==> src/rtl/alu_pkg.sv <==
// rtl/alu_pkg.sv - shared opcode and NZCV flag types for the ALU and its issue controller.
package alu_pkg;

   typedef enum logic [3:0] {
      ALU_ADD = 4'd0,
      ALU_SUB = 4'd1,
      ALU_AND = 4'd2,
      ALU_ORR = 4'd3,
      ALU_EOR = 4'd4,
      ALU_LSL = 4'd5,
      ALU_LSR = 4'd6,
      ALU_ASR = 4'd7
   } alu_op_t;

   typedef struct packed {
      logic n;
      logic z;
      logic c;
      logic v;
   } alu_flags_t;

endpackage

==> src/rtl/alu_issue_ctrl.sv <==
// rtl/alu_issue_ctrl.sv - ALU issue/retire controller: condition check, APSR update, one-entry writeback.
// Defining ALU_ISSUE_PERF_EN adds perf_retired/perf_condfail counters.
module alu_issue_ctrl
   import alu_pkg::*;
(
   input  logic        clk,
   input  logic        rst,
   input  logic        req_valid,
   output logic        req_ready,
   input  alu_op_t     req_op,
   input  logic [31:0] req_a,
   input  logic [31:0] req_b,
   input  logic [3:0]  req_rd,
   input  logic        req_setflags,
   input  logic [3:0]  req_cond,
   output alu_op_t     alu_opcode,
   output logic [31:0] alu_a,
   output logic [31:0] alu_b,
   input  logic [31:0] alu_result,
   input  alu_flags_t  alu_flags,
   output logic        wb_valid,
   input  logic        wb_ready,
   output logic        wb_we,
   output logic [3:0]  wb_rd,
   output logic [31:0] wb_data,
   output alu_flags_t  apsr
`ifdef ALU_ISSUE_PERF_EN
   ,
   output logic [31:0] perf_retired,
   output logic [31:0] perf_condfail
`endif
);

   logic       accept;
   logic       retire;
   logic       pass;
   alu_flags_t apsr_next;

   assign req_ready  = !wb_valid || wb_ready;
   assign accept     = req_valid && req_ready;
   assign retire     = wb_valid && wb_ready;

   assign alu_opcode = req_op;
   assign alu_a      = req_a;
   assign alu_b      = req_b;

   // Condition sees the committed APSR, i.e. before this op's own flag update.
   always_comb begin
      pass = 1'b1;
      case (req_cond)
         4'h0:    pass = apsr.z;
         4'h1:    pass = !apsr.z;
         4'h2:    pass = apsr.c;
         4'h3:    pass = !apsr.c;
         4'h4:    pass = apsr.n;
         4'h5:    pass = !apsr.n;
         4'h6:    pass = apsr.v;
         4'h7:    pass = !apsr.v;
         4'h8:    pass = apsr.c && !apsr.z;
         4'h9:    pass = !apsr.c || apsr.z;
         4'hA:    pass = (apsr.n == apsr.v);
         4'hB:    pass = (apsr.n != apsr.v);
         4'hC:    pass = !apsr.z && (apsr.n == apsr.v);
         4'hD:    pass = apsr.z || (apsr.n != apsr.v);
         default: pass = 1'b1;
      endcase
   end

   always_comb begin
      apsr_next   = apsr;
      apsr_next.n = alu_flags.n;
      apsr_next.z = alu_flags.z;
      case (req_op)
         ALU_ADD, ALU_SUB: begin
            apsr_next.c = alu_flags.c;
            apsr_next.v = alu_flags.v;
         end
         // A zero shift amount leaves the carry untouched.
         ALU_LSL, ALU_LSR, ALU_ASR: begin
            if (req_b[4:0] != 5'd0) begin
               apsr_next.c = alu_flags.c;
            end
         end
         default: begin
         end
      endcase
   end

   always_ff @(posedge clk) begin
      if (rst) begin
         wb_valid <= 1'b0;
         wb_we    <= 1'b0;
         wb_rd    <= 4'd0;
         wb_data  <= 32'd0;
         apsr     <= '0;
      end else begin
         if (accept) begin
            wb_valid <= 1'b1;
            wb_we    <= pass;
            wb_rd    <= req_rd;
            wb_data  <= alu_result;
            if (pass && req_setflags) begin
               apsr <= apsr_next;
            end
         end else if (retire) begin
            wb_valid <= 1'b0;
         end
      end
   end

`ifdef ALU_ISSUE_PERF_EN
   always_ff @(posedge clk) begin
      if (rst) begin
         perf_retired  <= 32'd0;
         perf_condfail <= 32'd0;
      end else if (retire) begin
         perf_retired <= perf_retired + 32'd1;
         if (!wb_we) begin
            perf_condfail <= perf_condfail + 32'd1;
         end
      end
   end
`endif

endmodule

==> config.mk <==
export PLATFORM = sky130hd
export DESIGN_NAME = alu_issue_ctrl
export DESIGN_NICKNAME = d
export VERILOG_FILES = /design/src/rtl/alu_pkg.sv /design/src/rtl/alu_issue_ctrl.sv
export SDC_FILE = /design/constraint.sdc
export NUM_CORES = 1
export LEC_CHECK = 0
export ABC_AREA = 1
export BUFFER_PORTS_ARGS = -buffer_cell sky130_fd_sc_hd__buf_2
export CORE_MARGIN = 2
export CORE_UTILIZATION = 30
export DETAILED_ROUTE_END_ITERATION = 7
export PLACE_DENSITY_LB_ADDON = 0.3
export SLEW_MARGIN = 20
export SYNTH_ARGS = -nofsm -noshare
export SYNTH_HDL_FRONTEND = slang
export SYNTH_SLANG_ARGS = --single-unit
==> constraint.sdc <==
create_clock -name clk -period 1.15 [get_ports clk]
set_clock_uncertainty 0.05 [all_clocks]
set_input_delay 0.0575 -clock clk [delete_from_list [all_inputs] [get_ports clk]]
set_output_delay 0.0575 -clock clk [all_outputs]
set_load 0.02 [all_outputs]
==> results.json, run 1 <==
{
  "synth_compound_area_frac": 0.105,
  "fill_cells": 794,
  "hold_violations": 0,
  "hpwl_mm": 3.95,
  "final_core_util": 0.442,
  "avgRoutedWirePerCell_um": 11.4,
  "grt.total_usage": 0.140,
  "numPortBuffers": 109,
  "ios": 228,
  "setup_ws_ns": -0.178,
  "crit_top_cell": "nand2_1",
  "cp.buffers_inverters": 1,
  "cts_buffer_depth": 2,
  "drc": 0,
  "drv_slew": 0,
  "syn-num-nets": 432,
  "drt-initial-drc-count": 64,
  "rows": 31,
  "synth_edf_count": 0,
  "final_cell_area_um2": 3190,
  "synth.distinct_cells": 18,
  "drive_gt1_frac": 0.430,
  "path_max_fanout": 6,
  "start_kind": "register",
  "synth_most_common_cell": "nor2_1",
  "status": "complete, but fails checks",
  "violations": "negative setup slack",
  "cp.required_ns": 1.29,
  "tns_ns": -0.956,
  "cts_tree": "done",
  "drt_wl_total_mm": 5.80,
  "grt_setup_unrepaired": "yes",
  "cts-buffers-inserted": 5,
  "gp_congestion": 0.869,
  "r2r_slack_ns": -0.18,
  "vias": 2225,
  "synthTopCellsByArea": "dfxtp_1 (38%), buf_4 (23%), nor2_1 (15%)",
  "tightest_slew_ns": 0.198,
  "worstReg2RegStart": "apsr[3]",
  "reg2reg_depth": 11,
  "synth_top_area_frac": 0.379,
  "maxCapViolations": 0,
  "setup_viol": 13,
  "synth-adder-area-share": 0,
  "synth_top_family_by_area": "buffers and inverters",
  "grt_pass1_wl_mm": 9.36,
  "synth-seq-area-share": 0.379,
  "ant_nets": 0,
  "crit_chain": "inv_4 > nand2_1 > nand3_1 > nand3_2 > nand2_1 > nor2_2 > nand2_2 > nand4_1 > nand2_1 > nand2_1 > nor2_1",
  "fin_crit_ns": 1.33,
  "synth-simple-area-share": 0.240,
  "synth_mux_area_frac": 0,
  "path_clk_slew_ns": 0.08,
  "hold_end": "alu_a[15]",
  "cts_root_buffer": "clkbuf_8",
  "cp-startpoint": "apsr[3]",
  "post-route-period-util": 1.15,
  "die_h_um": 90.0,
  "firstDrtPassIters": 4,
  "first_global_vias": 2123,
  "end_kind": "register",
  "synth_flop_cell": "dfxtp_1",
  "synthCells": 315,
  "min_path_type": "in -> out",
  "holdCritStartpoint": "req_a[15]",
  "diodes": 0,
  "leakage_uw": 0.00159,
  "grt_start_max_net_pins": 36,
  "crit_type": "reg -> reg",
  "nNetsFinal": 528,
  "hold_depth": 0,
  "design.core.area_um2": 7210,
  "synth-xor-area-share": 0,
  "fmax_mhz": 753,
  "max_slew_margin": 0.867,
  "cp_slowest_cell": "dfxtp_4",
  "synthTopCellsByCount": "nor2_1 (87), buf_4 (68), dfxtp_1 (42)",
  "initial_core_util": 0.307,
  "h-tree-depth": 2,
  "syn_to_final_growth_pct": 43.8,
  "worst-endpoint-arrival_ns": 1.47,
  "ys_ff_latch": 42,
  "worstReg2RegEnd": "apsr[0]",
  "max_stage_delay_ns": 0.41,
  "die_x_um": 90.0,
  "whs_ns": 0.0650,
  "die_area_um2": 8100,
  "placed_area_um2": 2510,
  "synth.avg_cell_area_um2": 7.04,
  "irDropWorstVdd_uv": 636,
  "clock-sinks": 42,
  "dp_slack_ns": -0.183,
  "antenna_found_initial": 0,
  "grt.overflow.total": 0,
  "clkLatencyLatePin_ns": 0.28,
  "yosysWarnings": 0,
  "vias_per_cell": 4.35,
  "syn_area_um2": 2220,
  "crit_family": "simple AND/OR/NAND/NOR gates",
  "ys_async_sr_fraction": 0,
  "power.density_nw_per_um2": 1200,
  "synth_top_area_cell": "dfxtp_1"
}
## registers in the layout, indices dropped and copies added, names as in the netlist
register,cells
wb_data,32
wb_we,1
apsr,4
wb_rd,4
wb_valid,1
## stage by stage
step	instances	power, uW
after floorplan	315	2400
after global placement	459	2390
after detailed placement	459	2400
after CTS	509	3840
after global routing	511	4040
final	511	3830
## logic make-up (layout without fill, tap and decap cells)
family	after synthesis	in the layout
compound gates	46	46
simple gates	133	133
flops	42	42
buf+inv	94	191
## cell type report
class	count	area, um2	share of cell area
Timing Repair Buffer	169	1140	0.356
Multi-Input combinational cell	179	878	0.275
Sequential cell	42	860	0.269
Tap cell	99	124	0.0388
Clock buffer	6	93.8	0.0294
Inverter	14	60.1	0.0188
Clock inverter	2	38.8	0.0122
## worst max path at each step
stage                     slack (ns)  cells past startpoint  endpoint
after floorplan                -0.10                     11   apsr[0]
after global placement         -0.15                     12   apsr[1]
after detailed placement       -0.18                     12   apsr[0]
after CTS                      -0.15                     12   apsr[0]
after global routing           -0.32                     11   apsr[0]
final                          -0.18                     11   apsr[0]
## placed cells by master (no fill, tap or decap), types with 6 or more instances in the layout
master         Yosys  final
o21ai_2            0      8
dlygate4sd3_1      0     41
a21oi_1            9      8
o21ai_0           33     22
nor2_1            87     84
buf_4             68     16
nand2_1           31     24
buf_2              2    109
inv_1             12      6
nand2_2            2      6
dfxtp_1           42     37
## routing by layer
metal  share of wire  global-route usage
met1            0.41               0.156
met2            0.49               0.248
met3           0.088              0.0486
met4           0.011              0.0526
met5               0                   0
## where the power goes
part | internal [uW] | switching (uW) | total [uW]
sequential | 1560 | 59.0 | 1620
clock | 783 | 518 | 1300
combinational | 413 | 500 | 913
total | 2750 | 1080 | 3830
## what timing repair did
action,4_1_cts,5_1_grt
gates resized for setup,3,33
endpoints found under the setup margin,28,41
hold endpoints to repair,42,0
setup buffers,1,2
pin swaps,7,13
hold buffers,41,0
Power figures use the tool's default switching activity.
==> run 2: changes to the inputs <==
Settings changed: HOLD_SLACK_MARGIN from default to 0.1, PLACE_DENSITY from default to 0.76, PLACE_DENSITY_LB_ADDON 0.3 to default.
==> run 2 against run 1 <==
  * The flow now stops in 4_1_cts
  * Synthesized area is the same
  * Synthesized cell count is the same
==> results.json, run 2 <==
{
  "synth-seq-area-share": 0.379,
  "hpwl_mm": 4.10,
  "post-cts-setup-buffer-count": 0,
  "synth.avg_cell_area_um2": 7.04,
  "ios": 228,
  "hold_buffers": 101,
  "flow.stopped_at": "4_1_cts",
  "numPortBuffers": 109,
  "synth_edf_count": 0,
  "syn-num-nets": 432,
  "rows": 31,
  "die_h_um": 90.0,
  "initial_core_util": 0.307,
  "synth_most_common_cell": "nor2_1",
  "cts_buffer_depth": 2,
  "die_x_um": 90.0,
  "status": "did not finish",
  "synth.distinct_cells": 18,
  "dp_slack_ns": -0.191,
  "cts-buffers-inserted": 5,
  "ys_ff_latch": 42,
  "synth_top_area_frac": 0.379,
  "post_cts_resized": 5,
  "yosysWarnings": 0,
  "synthTopCellsByArea": "dfxtp_1 (38%), buf_4 (23%), nor2_1 (15%)",
  "syn_area_um2": 2220,
  "gp_congestion": 0.914,
  "synth_flop_cell": "dfxtp_1",
  "cts_root_buffer": "clkbuf_8",
  "clock-sinks": 42,
  "synthCells": 315,
  "error": "[ERROR RSZ-0060] Max buffer count reached.",
  "h-tree-depth": 2,
  "synthTopCellsByCount": "nor2_1 (87), buf_4 (68), dfxtp_1 (42)",
  "ys_async_sr_fraction": 0,
  "synth_top_area_cell": "dfxtp_1"
}
## run 2: per-stage QoR
stage          TNS [ns]  instance area (um2)  instances  hold slack, ns
2_1_floorplan    -0.910                 2280        315          0.0669
3_3_place_gp     -0.918                 2460        454          0.0651
3_5_place_dp      -1.84                 2460        454          0.0651
## run 2: logic make-up after synthesis
kind of cell / after synthesis / share of synthesized area
AOI/OAI and AO/OA: 46 / 0.105
DFF: 42 / 0.379
buffers and inverters: 94 / 0.276
and+or+nand+nor: 133 / 0.240
==> run 3: changes to the inputs <==
Settings changed: CORE_UTILIZATION 30 to 20, HOLD_SLACK_MARGIN 0.1 to default, PLACE_DENSITY 0.76 to default, PLACE_DENSITY_LB_ADDON from default to 0.15.
Clock period 1.15 ns to 1.49 ns, I/O delays scaled along.
==> run 3 against run 2 <==
  * The flow now finishes without violations
==> results.json, run 3 (synthesis results as in run 1) <==
{
  "max_stage_delay_ns": 0.36,
  "die_x_um": 109,
  "maxCapViolations": 0,
  "clock-sinks": 42,
  "crit_chain": "inv_1 > nand2_2 > nand3_2 > a21oi_1 > nor2_1 > nand2_2 > nand3_2 > inv_1 > nand2_1 > a21oi_1",
  "start_kind": "register",
  "grt_setup_unrepaired": "no",
  "drc": 0,
  "end_kind": "register",
  "vias_per_cell": 3.97,
  "diodes": 0,
  "grt_start_max_net_pins": 39,
  "tightest_slew_ns": 0.392,
  "fin_crit_ns": 1.36,
  "drt-initial-drc-count": 78,
  "hold_violations": 0,
  "max_slew_margin": 0.739,
  "status": "finished clean",
  "gp_congestion": 0.759,
  "irDropWorstVdd_uv": 431,
  "die_h_um": 109,
  "crit_family": "simple AND/OR/NAND/NOR gates",
  "grt_pass1_wl_mm": 9.77,
  "numPortBuffers": 109,
  "tns_ns": 0,
  "layout_common_cells": "buf_2 (109), nor2_1 (85), dlygate4sd3_1 (38), dfxtp_1 (38), o21ai_0 (33)",
  "ios": 228,
  "leakage_uw": 0.00145,
  "drt_wl_total_mm": 6.13,
  "cp_slowest_cell": "dfxtp_2",
  "cp.buffers_inverters": 2,
  "dp_cells": 488,
  "firstDrtPassIters": 4,
  "first_global_vias": 2103,
  "largest_register_ffs": 32,
  "syn_to_final_growth_pct": 32.1,
  "cts-buffers-inserted": 5,
  "path_clk_slew_ns": 0.09,
  "clkLatencyLatePin_ns": 0.29,
  "avgRoutedWirePerCell_um": 11.5,
  "fin_cells": 535,
  "design.core.area_um2": 10800,
  "drv_slew": 0,
  "die_area_um2": 12000,
  "cp.required_ns": 1.66,
  "crit_type": "reg -> reg",
  "top_register": "wb_data",
  "grt.overflow.total": 0,
  "h-tree-depth": 2,
  "setup_viol": 0,
  "vias": 2126,
  "post-route-period-util": 0.911,
  "power.density_nw_per_um2": 897,
  "ant_nets": 0,
  "layout_commonest_cell": "buf_2",
  "grt.total_usage": 0.103,
  "drive_gt1_frac": 0.342,
  "placed_area_um2": 2430,
  "rows": 38,
  "nNetsFinal": 511,
  "cts_buffer_depth": 2,
  "cts_tree": "done",
  "antenna_found_initial": 0,
  "cts_root_buffer": "clkbuf_8",
  "fmax_mhz": 737,
  "initial_core_util": 0.205,
  "hpwl_mm": 4.28,
  "min_path_type": "in -> reg",
  "path_max_fanout": 5,
  "top_regs": "wb_data (32), apsr (4), wb_rd (4)",
  "final_cell_area_um2": 2930,
  "worst-endpoint-arrival_ns": 1.52
}
[run 3: power breakdown]
group	leakage (uW)	internal, uW	switching [uW]	total, uW
sequential	0.000351	1200	42.4	1250
combinational	0.00105	275	361	636
clock	0.0000452	332	415	747
[run 3: metal layers]
metal / global-route usage / vias to the layer above / routed length (um)
met2: 0.168 / 105 / 2700
li1: - / 1074 / -
met1: 0.122 / 937 / 2720
met5: 0 / - / 0
met3: 0.0445 / 10 / 655
met4: 0.0316 / 0 / 53
[run 3: worst paths after layout]
path	slack [ns]	cells after the start	startpoint	to
hold / removal	0.002	3	alu_result[20]	wb_data[20]
setup / recovery	0.13	10	apsr[0]	apsr[2]
setup reg to reg	0.13	10	apsr[0]	apsr[2]
hold reg to reg	0.43	2	wb_we	wb_we
[run 3: final cells by class]
type,instances,area (um2)
Fill cell,1234,7910
Clock buffer,6,72.6
Inverter,14,56.3
Clock inverter,2,13.8
Tap cell,140,175
Multi-Input combinational cell,179,773
Sequential cell,42,851
Timing Repair Buffer,152,988
[run 3: through the flow]
step	hold WS (ns)	power, uW	setup slack (ns)	utilization
after floorplan	0.0936	1840	0.0284	-
after global placement	0.0991	1840	0.0903	0.225
after detailed placement	0.0991	1840	0.0460	0.225
after CTS	0.00124	2710	0.0284	0.268
after global routing	0.0345	2830	0.00470	0.270
final	0.00157	2630	0.133	0.270
[run 3: timing repair]
action,in CTS,in global routing
setup endpoints to repair,0,4
resized for setup,0,10
setup buffers,0,1
hold buffers,38,0
endpoints found under the hold margin,39,0
[run 3: worst min-delay path: cells and delay by family]
family,cells,cell delay [ns]
compound gates,1,0.08
buf+inv,1,0.07
simple gates,1,0.08
==> run 4: changes to the inputs <==
Settings changed: CORE_MARGIN 2 to 8, CORE_UTILIZATION 20 to 36.
==> run 4 against run 3 <==
  * Via count is 0.28% lower
  * Critical path type unchanged
  * Register-to-register slack hardly changed
  * Critical endpoint is now apsr[1]
  * Largest power group unchanged
  * Largest cell class unchanged
  * Setup slack better by 0.010 ns
==> results.json, run 4 (synthesis results as in run 1) <==
{
  "vias": 2120,
  "numPortBuffers": 109,
  "die_h_um": 94.5,
  "post-cts-setup-buffer-count": 0,
  "p_sw_frac": 0.305,
  "crit_chain": "inv_1 > nand2_2 > nand3_1 > nand3_1 > nand2_1 > nor2_1 > nand2_2 > nand4_1 > nand2_1 > nand2_1 > nor2_1",
  "ios": 228,
  "drive_gt1_frac": 0.338,
  "maxCapViolations": 0,
  "clkLatencyLatePin_ns": 0.29,
  "grt_start_max_net_pins": 39,
  "initial_core_util": 0.372,
  "vias_per_cell": 4.50,
  "fin_crit_ns": 1.35,
  "grt.overflow.total": 0,
  "crit_family": "simple AND/OR/NAND/NOR gates",
  "drt_wl_total_mm": 6.20,
  "leakage_uw": 0.00145,
  "die_area_um2": 8930,
  "path_clk_slew_ns": 0.08,
  "irDropWorstVdd_uv": 493,
  "crit_top_cell": "nand2_1",
  "ant_nets": 0,
  "power_frac_seq": 0.481,
  "drt-initial-drc-count": 54,
  "setup_ws_ns": 0.144,
  "intPower_uw": 1800,
  "top_register": "wb_data",
  "crit_type": "reg -> reg",
  "p_sw_uw": 792,
  "cp.buffers_inverters": 1,
  "cts-buffers-inserted": 5,
  "power_frac_clock": 0.278,
  "hold_violations": 0,
  "cp_slowest_cell": "dfxtp_4",
  "cp.required_ns": 1.62,
  "status": "finished clean",
  "layout_common_cells": "buf_2 (109), nor2_1 (87), dlygate4sd3_1 (38), dfxtp_1 (38), o21ai_0 (33)",
  "cts_buffer_depth": 2,
  "placed_area_um2": 2340,
  "path_max_fanout": 6,
  "combinationalPowerShare": 0.240,
  "first_global_vias": 2236,
  "syn_to_final_growth_pct": 27.1,
  "grt_setup_unrepaired": "no",
  "largest_register_ffs": 32,
  "diodes": 0,
  "cts_root_buffer": "clkbuf_8",
  "post-route-period-util": 0.904,
  "start_kind": "register",
  "h-tree-depth": 2,
  "grt_pass1_wl_mm": 10.1,
  "rows": 28,
  "nNetsFinal": 512,
  "clock-sinks": 42,
  "max_slew_margin": 0.771,
  "antenna_found_initial": 0,
  "die_x_um": 94.5,
  "drv_slew": 0,
  "end_kind": "register",
  "fill_cells": 635,
  "cts_tree": "done",
  "grt.total_usage": 0.136,
  "worst-endpoint-arrival_ns": 1.48,
  "setup_viol": 0,
  "drc": 0,
  "gp_congestion": 0.862,
  "tightest_slew_ns": 0.343,
  "fmax_mhz": 743,
  "design.core.area_um2": 5960,
  "layout_commonest_cell": "buf_2",
  "min_path_type": "in -> reg",
  "top_regs": "wb_data (32), apsr (4), wb_rd (4)",
  "avgRoutedWirePerCell_um": 13.2,
  "final_cell_area_um2": 2820,
  "max_stage_delay_ns": 0.37,
  "hpwl_mm": 4.51,
  "power.density_nw_per_um2": 920,
  "tns_ns": 0,
  "firstDrtPassIters": 5,
  "dp_slack_ns": 0.0818
}
==> run 4: cell type report <==
| cell class | instances | area [um2] | share of cell area |
|---|---|---|---|
| clock buffers | 6 | 72.6 | 0.0257 |
| clock inverters | 2 | 13.8 | 0.00488 |
| inverters | 14 | 52.6 | 0.0186 |
| multi-input cells | 179 | 768 | 0.272 |
| flip-flops and latches | 42 | 848 | 0.301 |
| well taps | 75 | 93.8 | 0.0333 |
| repair buffers | 153 | 971 | 0.344 |
==> run 4: power groups by stage <==
stage / Clock, uW / Combinational [uW] / Sequential (uW)
CTS: 768 / 632 / 1250
global placement: 0 / 555 / 1270
floorplan: 0 / 459 / 1380
detailed placement: 0 / 555 / 1270
global route: 800 / 692 / 1260
finish: 723 / 624 / 1250
==> run 4: final timing paths <==
check	from	end	slack (ns)	depth (start not counted)
max	apsr[3]	apsr[1]	0.14	11
min	alu_result[22]	wb_data[22]	0.006	3
max reg2reg	apsr[3]	apsr[1]	0.14	11
min reg2reg	wb_data[31]	wb_data[31]	0.43	2
==> run 4: per-stage QoR <==
step	util	hold WS [ns]	instances	power (uW)
after global routing	0.474	0.0133	471	2750
after CTS	0.472	0.00260	471	2650
after floorplan	-	0.0936	315	1840
after global placement	0.393	0.0991	425	1830
final	0.474	0.00563	471	2600
after detailed placement	0.393	0.0991	425	1830
==> run 4: worst register-to-register path: stages, from the launching register on <==
cell,delay (ns)
dfxtp_4,0.37
inv_1,0.06
nand2_2,0.08
nand3_1,0.08
nand3_1,0.08
nand2_1,0.05
nor2_1,0.12
nand2_2,0.10
nand4_1,0.10
nand2_1,0.06
nand2_1,0.05
nor2_1,0.04
==> run 4: routing by layer <==
| metal | part of all wire | GRT usage | wire length (um) |
|---|---|---|---|
| met5 | 0 | 0 | 0 |
| met4 | 0.020 | 0.0520 | 121 |
| met3 | 0.13 | 0.0770 | 815 |
| met2 | 0.45 | 0.220 | 2790 |
| met1 | 0.40 | 0.146 | 2470 |
==> run 4: what timing repair did <==
action | CTS | global route
gates resized for setup | 0 | 7
hold endpoints to repair | 39 | 0
setup endpoints to repair | 0 | 4
hold buffers | 38 | 0
